`src/rtl/mc_main_control_pkg.sv`:
```
// Shared encodings for the multicycle main control and the ALU-control decoder.
// States, opcodes, alu_op, alu_src_b and pc_source codes.
package mc_main_control_pkg;

  typedef enum logic [3:0] {
    S_FETCH    = 4'd0,
    S_DECODE   = 4'd1,
    S_MEM_ADDR = 4'd2,
    S_MEM_RD   = 4'd3,
    S_MEM_WB   = 4'd4,
    S_MEM_WR   = 4'd5,
    S_R_EXE    = 4'd6,
    S_R_WB     = 4'd7,
    S_BRANCH   = 4'd8,
    S_JUMP     = 4'd9,
    S_ADDI_EXE = 4'd10,
    S_ADDI_WB  = 4'd11,
    S_ERR      = 4'd12,
    S_TRAP     = 4'd13
  } state_e;

  localparam logic [5:0] OP_RTYPE = 6'b000000;
  localparam logic [5:0] OP_LW    = 6'b100011;
  localparam logic [5:0] OP_SW    = 6'b101011;
  localparam logic [5:0] OP_BEQ   = 6'b000100;
  localparam logic [5:0] OP_J     = 6'b000010;
  localparam logic [5:0] OP_ADDI  = 6'b001000;

  localparam logic [1:0] ALUOP_ADD   = 2'b00;
  localparam logic [1:0] ALUOP_SUB   = 2'b01;
  localparam logic [1:0] ALUOP_FUNCT = 2'b10;

  localparam logic [1:0] SRCB_B      = 2'b00;
  localparam logic [1:0] SRCB_4      = 2'b01;
  localparam logic [1:0] SRCB_IMM    = 2'b10;
  localparam logic [1:0] SRCB_IMM_SH = 2'b11;

  localparam logic [1:0] PCSRC_ALU    = 2'b00;
  localparam logic [1:0] PCSRC_ALUOUT = 2'b01;
  localparam logic [1:0] PCSRC_JUMP   = 2'b10;

  function automatic logic is_mem_state(state_e s);
    return (s == S_FETCH) || (s == S_MEM_RD) ||
           (s == S_MEM_WR);
  endfunction

endpackage

```
`src/rtl/mc_main_control_if.sv`:
```
// Control bundle between the main control FSM and the datapath/memory.
// master = controller side, slave = datapath side.
interface mc_main_control_if;
  logic [5:0] opcode;
  logic       mem_ack;
  logic       pc_write;
  logic       pc_write_cond;
  logic       i_or_d;
  logic       mem_read;
  logic       mem_write;
  logic       ir_write;
  logic       mem_to_reg;
  logic       reg_dst;
  logic       reg_write;
  logic       alu_src_a;
  logic [1:0] alu_src_b;
  logic [1:0] alu_op;
  logic [1:0] pc_source;
  logic       bus_err;
  logic [3:0] state_o;

  modport master (
    input  opcode, mem_ack,
    output pc_write, pc_write_cond, i_or_d,
    output mem_read, mem_write, ir_write,
    output mem_to_reg, reg_dst, reg_write,
    output alu_src_a, alu_src_b, alu_op,
    output pc_source, bus_err, state_o
  );

  modport slave (
    output opcode, mem_ack,
    input  pc_write, pc_write_cond, i_or_d,
    input  mem_read, mem_write, ir_write,
    input  mem_to_reg, reg_dst, reg_write,
    input  alu_src_a, alu_src_b, alu_op,
    input  pc_source, bus_err, state_o
  );
endinterface

```
`src/rtl/mc_main_control_mem_wait_timer.sv`:
```
// Memory wait counter: clear/inc with saturation, hit at LIMIT.
// LIMIT = 0 never hits.
module mc_mem_wait_timer #(
  parameter int unsigned LIMIT = 15
) (
  input  logic clk,
  input  logic rst_n,
  input  logic i_clr,
  input  logic i_inc,
  output logic o_hit
);

  localparam int unsigned CW =
    (LIMIT < 2) ? 1 : $clog2(LIMIT + 1);

  logic [CW-1:0] r_cnt;

  always_ff @(posedge clk or negedge rst_n) begin
    if (!rst_n) begin
      r_cnt <= '0;
    end else if (i_clr) begin
      r_cnt <= '0;
    end else if (i_inc && (r_cnt != '1)) begin
      r_cnt <= r_cnt + CW'(1);
    end
  end

  assign o_hit = (LIMIT != 0) && (r_cnt == CW'(LIMIT));

endmodule

```
`src/rtl/mc_main_control.sv`:
```
// Multicycle MIPS main control FSM with memory ack timeout.
// Option: `ILLEGAL_OP_TRAP_EN parks illegal opcodes in TRAP.
module mc_main_control
  import mc_main_control_pkg::*;
#(
  parameter int unsigned MEM_TIMEOUT = 15
) (
  input  logic              clk,
  input  logic              rst_n,
  mc_main_control_if.master bus
);

  state_e r_state;
  state_e w_next;
  logic   r_bus_err;
  logic   w_inc;
  logic   w_hit;

  // counter runs only while a memory state waits
  assign w_inc = is_mem_state(r_state) & ~bus.mem_ack;

  mc_mem_wait_timer #(
    .LIMIT (MEM_TIMEOUT)
  ) u_timer (
    .clk   (clk),
    .rst_n (rst_n),
    .i_clr (~w_inc),
    .i_inc (w_inc),
    .o_hit (w_hit)
  );

  always_ff @(posedge clk or negedge rst_n) begin
    if (!rst_n) begin
      r_state   <= S_FETCH;
      r_bus_err <= 1'b0;
    end else begin
      r_state   <= w_next;
      r_bus_err <= r_bus_err | (w_inc & w_hit);
    end
  end

  assign bus.state_o = r_state;
  assign bus.bus_err = r_bus_err;

  always_comb begin
    w_next            = r_state;
    bus.pc_write      = 1'b0;
    bus.pc_write_cond = 1'b0;
    bus.i_or_d        = 1'b0;
    bus.mem_read      = 1'b0;
    bus.mem_write     = 1'b0;
    bus.ir_write      = 1'b0;
    bus.mem_to_reg    = 1'b0;
    bus.reg_dst       = 1'b0;
    bus.reg_write     = 1'b0;
    bus.alu_src_a     = 1'b0;
    bus.alu_src_b     = SRCB_B;
    bus.alu_op        = ALUOP_ADD;
    bus.pc_source     = PCSRC_ALU;
    case (r_state)
      S_FETCH: begin
        bus.mem_read  = 1'b1;
        bus.alu_src_b = SRCB_4;
        bus.ir_write  = bus.mem_ack;
        bus.pc_write  = bus.mem_ack;
        if (bus.mem_ack) w_next = S_DECODE;
        else if (w_hit)  w_next = S_ERR;
      end
      S_DECODE: begin
        bus.alu_src_b = SRCB_IMM_SH;
        case (bus.opcode)
          OP_RTYPE:     w_next = S_R_EXE;
          OP_LW, OP_SW: w_next = S_MEM_ADDR;
          OP_BEQ:       w_next = S_BRANCH;
          OP_J:         w_next = S_JUMP;
          OP_ADDI:      w_next = S_ADDI_EXE;
`ifdef ILLEGAL_OP_TRAP_EN
          default:      w_next = S_TRAP;
`else
          default:      w_next = S_FETCH;
`endif
        endcase
      end
      S_MEM_ADDR: begin
        bus.alu_src_a = 1'b1;
        bus.alu_src_b = SRCB_IMM;
        w_next = (bus.opcode == OP_SW) ? S_MEM_WR
                                       : S_MEM_RD;
      end
      S_MEM_RD: begin
        bus.mem_read = 1'b1;
        bus.i_or_d   = 1'b1;
        if (bus.mem_ack) w_next = S_MEM_WB;
        else if (w_hit)  w_next = S_ERR;
      end
      S_MEM_WB: begin
        bus.reg_write  = 1'b1;
        bus.mem_to_reg = 1'b1;
        w_next = S_FETCH;
      end
      S_MEM_WR: begin
        bus.mem_write = 1'b1;
        bus.i_or_d    = 1'b1;
        if (bus.mem_ack) w_next = S_FETCH;
        else if (w_hit)  w_next = S_ERR;
      end
      S_R_EXE: begin
        bus.alu_src_a = 1'b1;
        bus.alu_op    = ALUOP_FUNCT;
        w_next = S_R_WB;
      end
      S_R_WB: begin
        bus.reg_write = 1'b1;
        bus.reg_dst   = 1'b1;
        w_next = S_FETCH;
      end
      S_BRANCH: begin
        bus.alu_src_a     = 1'b1;
        bus.alu_op        = ALUOP_SUB;
        bus.pc_write_cond = 1'b1;
        bus.pc_source     = PCSRC_ALUOUT;
        w_next = S_FETCH;
      end
      S_JUMP: begin
        bus.pc_write  = 1'b1;
        bus.pc_source = PCSRC_JUMP;
        w_next = S_FETCH;
      end
      S_ADDI_EXE: begin
        bus.alu_src_a = 1'b1;
        bus.alu_src_b = SRCB_IMM;
        w_next = S_ADDI_WB;
      end
      S_ADDI_WB: begin
        bus.reg_write = 1'b1;
        w_next = S_FETCH;
      end
      S_ERR, S_TRAP: w_next = r_state;
      default:       w_next = S_ERR;
    endcase
  end

endmodule

```
`src/flat_wrapper.sv`:
```
// flat-port wrapper written by rule: the top's interface ports become plain ports
module mc_main_control_flat import mc_main_control_pkg::*;
#(
  parameter int unsigned MEM_TIMEOUT = 15
)
  (clk, rst_n, bus_opcode, bus_mem_ack, bus_pc_write, bus_pc_write_cond, bus_i_or_d, bus_mem_read, bus_mem_write, bus_ir_write, bus_mem_to_reg, bus_reg_dst, bus_reg_write, bus_alu_src_a, bus_alu_src_b, bus_alu_op, bus_pc_source, bus_bus_err, bus_state_o);
  mc_main_control_if bus_i ();
  input  logic clk;
  input  logic rst_n;
  input wire logic [$bits(bus_i.opcode)-1:0] bus_opcode;
  input wire logic [$bits(bus_i.mem_ack)-1:0] bus_mem_ack;
  output wire logic [$bits(bus_i.pc_write)-1:0] bus_pc_write;
  output wire logic [$bits(bus_i.pc_write_cond)-1:0] bus_pc_write_cond;
  output wire logic [$bits(bus_i.i_or_d)-1:0] bus_i_or_d;
  output wire logic [$bits(bus_i.mem_read)-1:0] bus_mem_read;
  output wire logic [$bits(bus_i.mem_write)-1:0] bus_mem_write;
  output wire logic [$bits(bus_i.ir_write)-1:0] bus_ir_write;
  output wire logic [$bits(bus_i.mem_to_reg)-1:0] bus_mem_to_reg;
  output wire logic [$bits(bus_i.reg_dst)-1:0] bus_reg_dst;
  output wire logic [$bits(bus_i.reg_write)-1:0] bus_reg_write;
  output wire logic [$bits(bus_i.alu_src_a)-1:0] bus_alu_src_a;
  output wire logic [$bits(bus_i.alu_src_b)-1:0] bus_alu_src_b;
  output wire logic [$bits(bus_i.alu_op)-1:0] bus_alu_op;
  output wire logic [$bits(bus_i.pc_source)-1:0] bus_pc_source;
  output wire logic [$bits(bus_i.bus_err)-1:0] bus_bus_err;
  output wire logic [$bits(bus_i.state_o)-1:0] bus_state_o;
  assign bus_i.opcode = bus_opcode;
  assign bus_i.mem_ack = bus_mem_ack;
  assign bus_pc_write = bus_i.pc_write;
  assign bus_pc_write_cond = bus_i.pc_write_cond;
  assign bus_i_or_d = bus_i.i_or_d;
  assign bus_mem_read = bus_i.mem_read;
  assign bus_mem_write = bus_i.mem_write;
  assign bus_ir_write = bus_i.ir_write;
  assign bus_mem_to_reg = bus_i.mem_to_reg;
  assign bus_reg_dst = bus_i.reg_dst;
  assign bus_reg_write = bus_i.reg_write;
  assign bus_alu_src_a = bus_i.alu_src_a;
  assign bus_alu_src_b = bus_i.alu_src_b;
  assign bus_alu_op = bus_i.alu_op;
  assign bus_pc_source = bus_i.pc_source;
  assign bus_bus_err = bus_i.bus_err;
  assign bus_state_o = bus_i.state_o;
  mc_main_control #(.MEM_TIMEOUT(MEM_TIMEOUT)) u_core (.clk(clk), .rst_n(rst_n), .bus(bus_i));
endmodule
```
`config.mk`:
```
export PLATFORM = sky130hd
export DESIGN_NAME = mc_main_control_flat
export DESIGN_NICKNAME = d
export VERILOG_FILES = /design/src/rtl/mc_main_control_pkg.sv /design/src/rtl/mc_main_control_if.sv /design/src/rtl/mc_main_control_mem_wait_timer.sv /design/src/rtl/mc_main_control.sv /design/src/flat_wrapper.sv
export SDC_FILE = /design/constraint.sdc
export NUM_CORES = 1
export LEC_CHECK = 0
export BUFFER_PORTS_ARGS = -buffer_cell sky130_fd_sc_hd__buf_2
export CORE_UTILIZATION = 51
export CTS_BUF_LIST = sky130_fd_sc_hd__clkbuf_8
export DETAILED_ROUTE_END_ITERATION = 8
export MAX_ROUTING_LAYER = met4
export PLACE_DENSITY = 0.9
export SLEW_MARGIN = 0
export SYNTH_ARGS = -nofsm -noshare
export SYNTH_HDL_FRONTEND = slang
export SYNTH_SLANG_ARGS = --single-unit
```
`constraint.sdc`:
```
create_clock -name clk -period 2.3 [get_ports clk]
set_input_delay 0.575 -clock clk [delete_from_list [all_inputs] [get_ports clk]]
set_output_delay 0.575 -clock clk [all_outputs]
set_load 0.05 [all_outputs]
```
==> impl_metrics.json <==
{
  "dpl.hpwl_mm": 1.38,
  "vias": 814,
  "syn-cell-area_sq_um": 846,
  "clock_latency_ns": 0.23,
  "synth.most_common_cell": "nor2_1",
  "dpl_worst_slack_ns": 0.324,
  "fin_nets": 139,
  "rsz0062_at_grt": "no",
  "drt_first_pass_iters": 4,
  "track_usage": 0.220,
  "ir_worst_vdd_v": 0.000602,
  "tns_ns": 0,
  "yosysTopAreaCell": "dfrtp_1",
  "cp.required_ns": 1.73,
  "clock.fmax_mhz": 461,
  "gp_congestion": 0.878,
  "antenna_found_initial": 0,
  "die_y_um": 42.7,
  "insertedDiodeCount": 0,
  "ioPinCount": 30,
  "grt_pass1_vias": 712,
  "regArea_sq_um": 235,
  "postCtsHoldBufs": 0,
  "grt_max_degree": 26,
  "synth.net_count": 113,
  "coreArea_sq_mm": 0.00152,
  "die_x_um": 42.7,
  "cts_inserted_buffers": 3,
  "drc": 0,
  "critPathKind": "reg2out",
  "ys_types": 43,
  "crit_family": "flip-flops",
  "cp_slowest_cell": "dfrtp_4",
  "critical_path_depth": 4,
  "setup_viol": 0,
  "rows": 14,
  "power_density_mw_per_mm2": 366,
  "synth_area_per_cell_sq_um": 8.21,
  "synth.area.top_cells": "dfrtp_1, nor2_1, buf_6, nand2_1, nor3_1",
  "fin_cells": 144,
  "regToRegSetupSlack_ns": 0.59,
  "slowest_delay_ns": 0.60,
  "vias_per_cell": 5.65,
  "ys_seq_area_frac": 0.266,
  "wl_per_cell_um": 12.6,
  "start_kind": "flip-flop",
  "multi_input_area_sq_um": 572,
  "cp_num_buf_inv": 1,
  "crit_fanout": 25,
  "wl_mm": 1.81,
  "drtIter0Drc": 15,
  "min_period_ns": 2.17,
  "placed_area_sq_um": 988,
  "netlist_instances": 103,
  "yosys-top-cells-count": "nor2_1, nand2_1, dfrtp_1, nor3_1, o21ai_0",
  "final_cell_area_sq_mm": 0.00104,
  "finalPower_mw": 0.380,
  "place_inst": 140,
  "p_leak_nw": 0.470,
  "ys_warn_count": 0,
  "clk_pin_slew_ns": 0.04,
  "synth_top_area_frac": 0.266,
  "r2r_cells": 5,
  "worst_pin_slew_ns": 0.380,
  "hold_slack_ns": 0.188,
  "ant_nets": 0,
  "status": "finished, final reports clean",
  "maxSlewHeadroom": 0.744,
  "crit_path_start": "u_core.bus.state_o[2]$_DFFE_PN0N_",
  "hp-class": "in2async",
  "post-route-period-util": 0.943,
  "clock-sinks": 9,
  "synth-async-reset-ratio": 1.00,
  "slew_violations": 0,
  "worst_slack_ns": 0.130,
  "grt_pass1_wl_mm": 3.08,
  "r2r-start": "u_core.u_timer.r_cnt[0]$_DFFE_PN0P_",
  "die_area_sq_mm": 0.00183,
  "root_buffer": "clkbuf_8",
  "grt_overflow": 0,
  "ys_ff_latch": 9,
  "synthFlopType": "dfrtp_1",
  "syn2layout_area_growth_pct": 22.5,
  "cp_data_arrival_time_ns": 1.59,
  "filler_cell_count": 129,
  "synth-edff-count": 0,
  "hold_viol_final": 0,
  "cts_tree": "done",
  "path_cells": "nor2_1, and3_1, or2_2, buf_2",
  "endpoint_kind": "primary output",
  "clk_path_buf_depth": 2,
  "start_util": 0.555,
  "finClkSkew_ns": 0.00105,
  "maxCapViolations": 0,
  "drive_gt1_frac": 0.391,
  "port_buffers": 29,
  "htree_levels": 1,
  "fin_util": 0.680
}
-- per-layer routing --
metal | vias up | GRT usage | wire length [um]
li1 | 426 | - | -
met1 | 364 | 0.301 | 905
met2 | 24 | 0.342 | 814
met3 | 0 | 0.0511 | 88
met4 | 0 | 0.0250 | 0
met5 | - | - | 0
-- sequential cells by signal, summed over array words and instances, names as in the netlist --
signal,flops
u_core.u_timer.r_cnt,4
u_core.bus.bus_err,1
u_core.bus.state_o,4
-- report_power, final --
group          internal, mW  switching, mW  total (mW)
sequential            0.160        0.00469       0.165
combinational        0.0143         0.0243      0.0386
clock                 0.116         0.0603       0.176
total                 0.290         0.0893       0.380
-- cell type report --
class	count	share of cell area
multi-input cells	83	0.552
clock inverters	1	0.00362
well taps	16	0.0193
flip-flops and latches	9	0.227
repair buffers	31	0.155
inverters	1	0.00362
clock buffers	3	0.0399
-- cells in the final DEF (no fill, tap or decap), drive strengths merged, types with 2 or more instances in the layout --
master | synthesis | layout
nand3 | 3 | 3
a31oi | 2 | 2
xor2 | 3 | 3
nand2b | 3 | 3
dfrtp | 9 | 9
o21ai | 6 | 6
o21bai | 2 | 2
nor4 | 2 | 2
a21oi | 4 | 4
a211o | 2 | 2
o31ai | 2 | 2
clkbuf | 2 | 3
nor2b | 2 | 2
nor3 | 6 | 6
inv | 1 | 2
nand4 | 2 | 2
or2 | 2 | 2
buf | 8 | 31
nor2 | 14 | 14
or4 | 2 | 2
nand2 | 10 | 10
-- what timing repair did --
action,4_1_cts,5_1_grt
setup endpoints to repair,0,1
buffers inserted,0,0
gates resized for setup,0,1
-- cells by family after synthesis --
kind of cell,Yosys count,share of synthesized area
and+or+nand+nor,52,0.355
AOI/OAI and AO/OA,25,0.200
buffers and inverters,11,0.111
DFF,9,0.266
xor gates and xnor gates,4,0.0414
muxes,1,0.0118
adders and majority gates,1,0.0148
-- worst paths after layout --
kind | to
worst max-delay path | bus_pc_write
worst min-delay path | u_core.u_timer.r_cnt[2]$_DFFE_PN0P_
worst max register to register | u_core.bus.state_o[2]$_DFFE_PN0N_
worst min register to register | u_core.bus.bus_err$_DFF_PN0_
max in group asynchronous | u_core.bus.state_o[1]$_DFFE_PN0N_
min in group clk | u_core.bus.bus_err$_DFF_PN0_
Power figures use the tool's default switching activity.
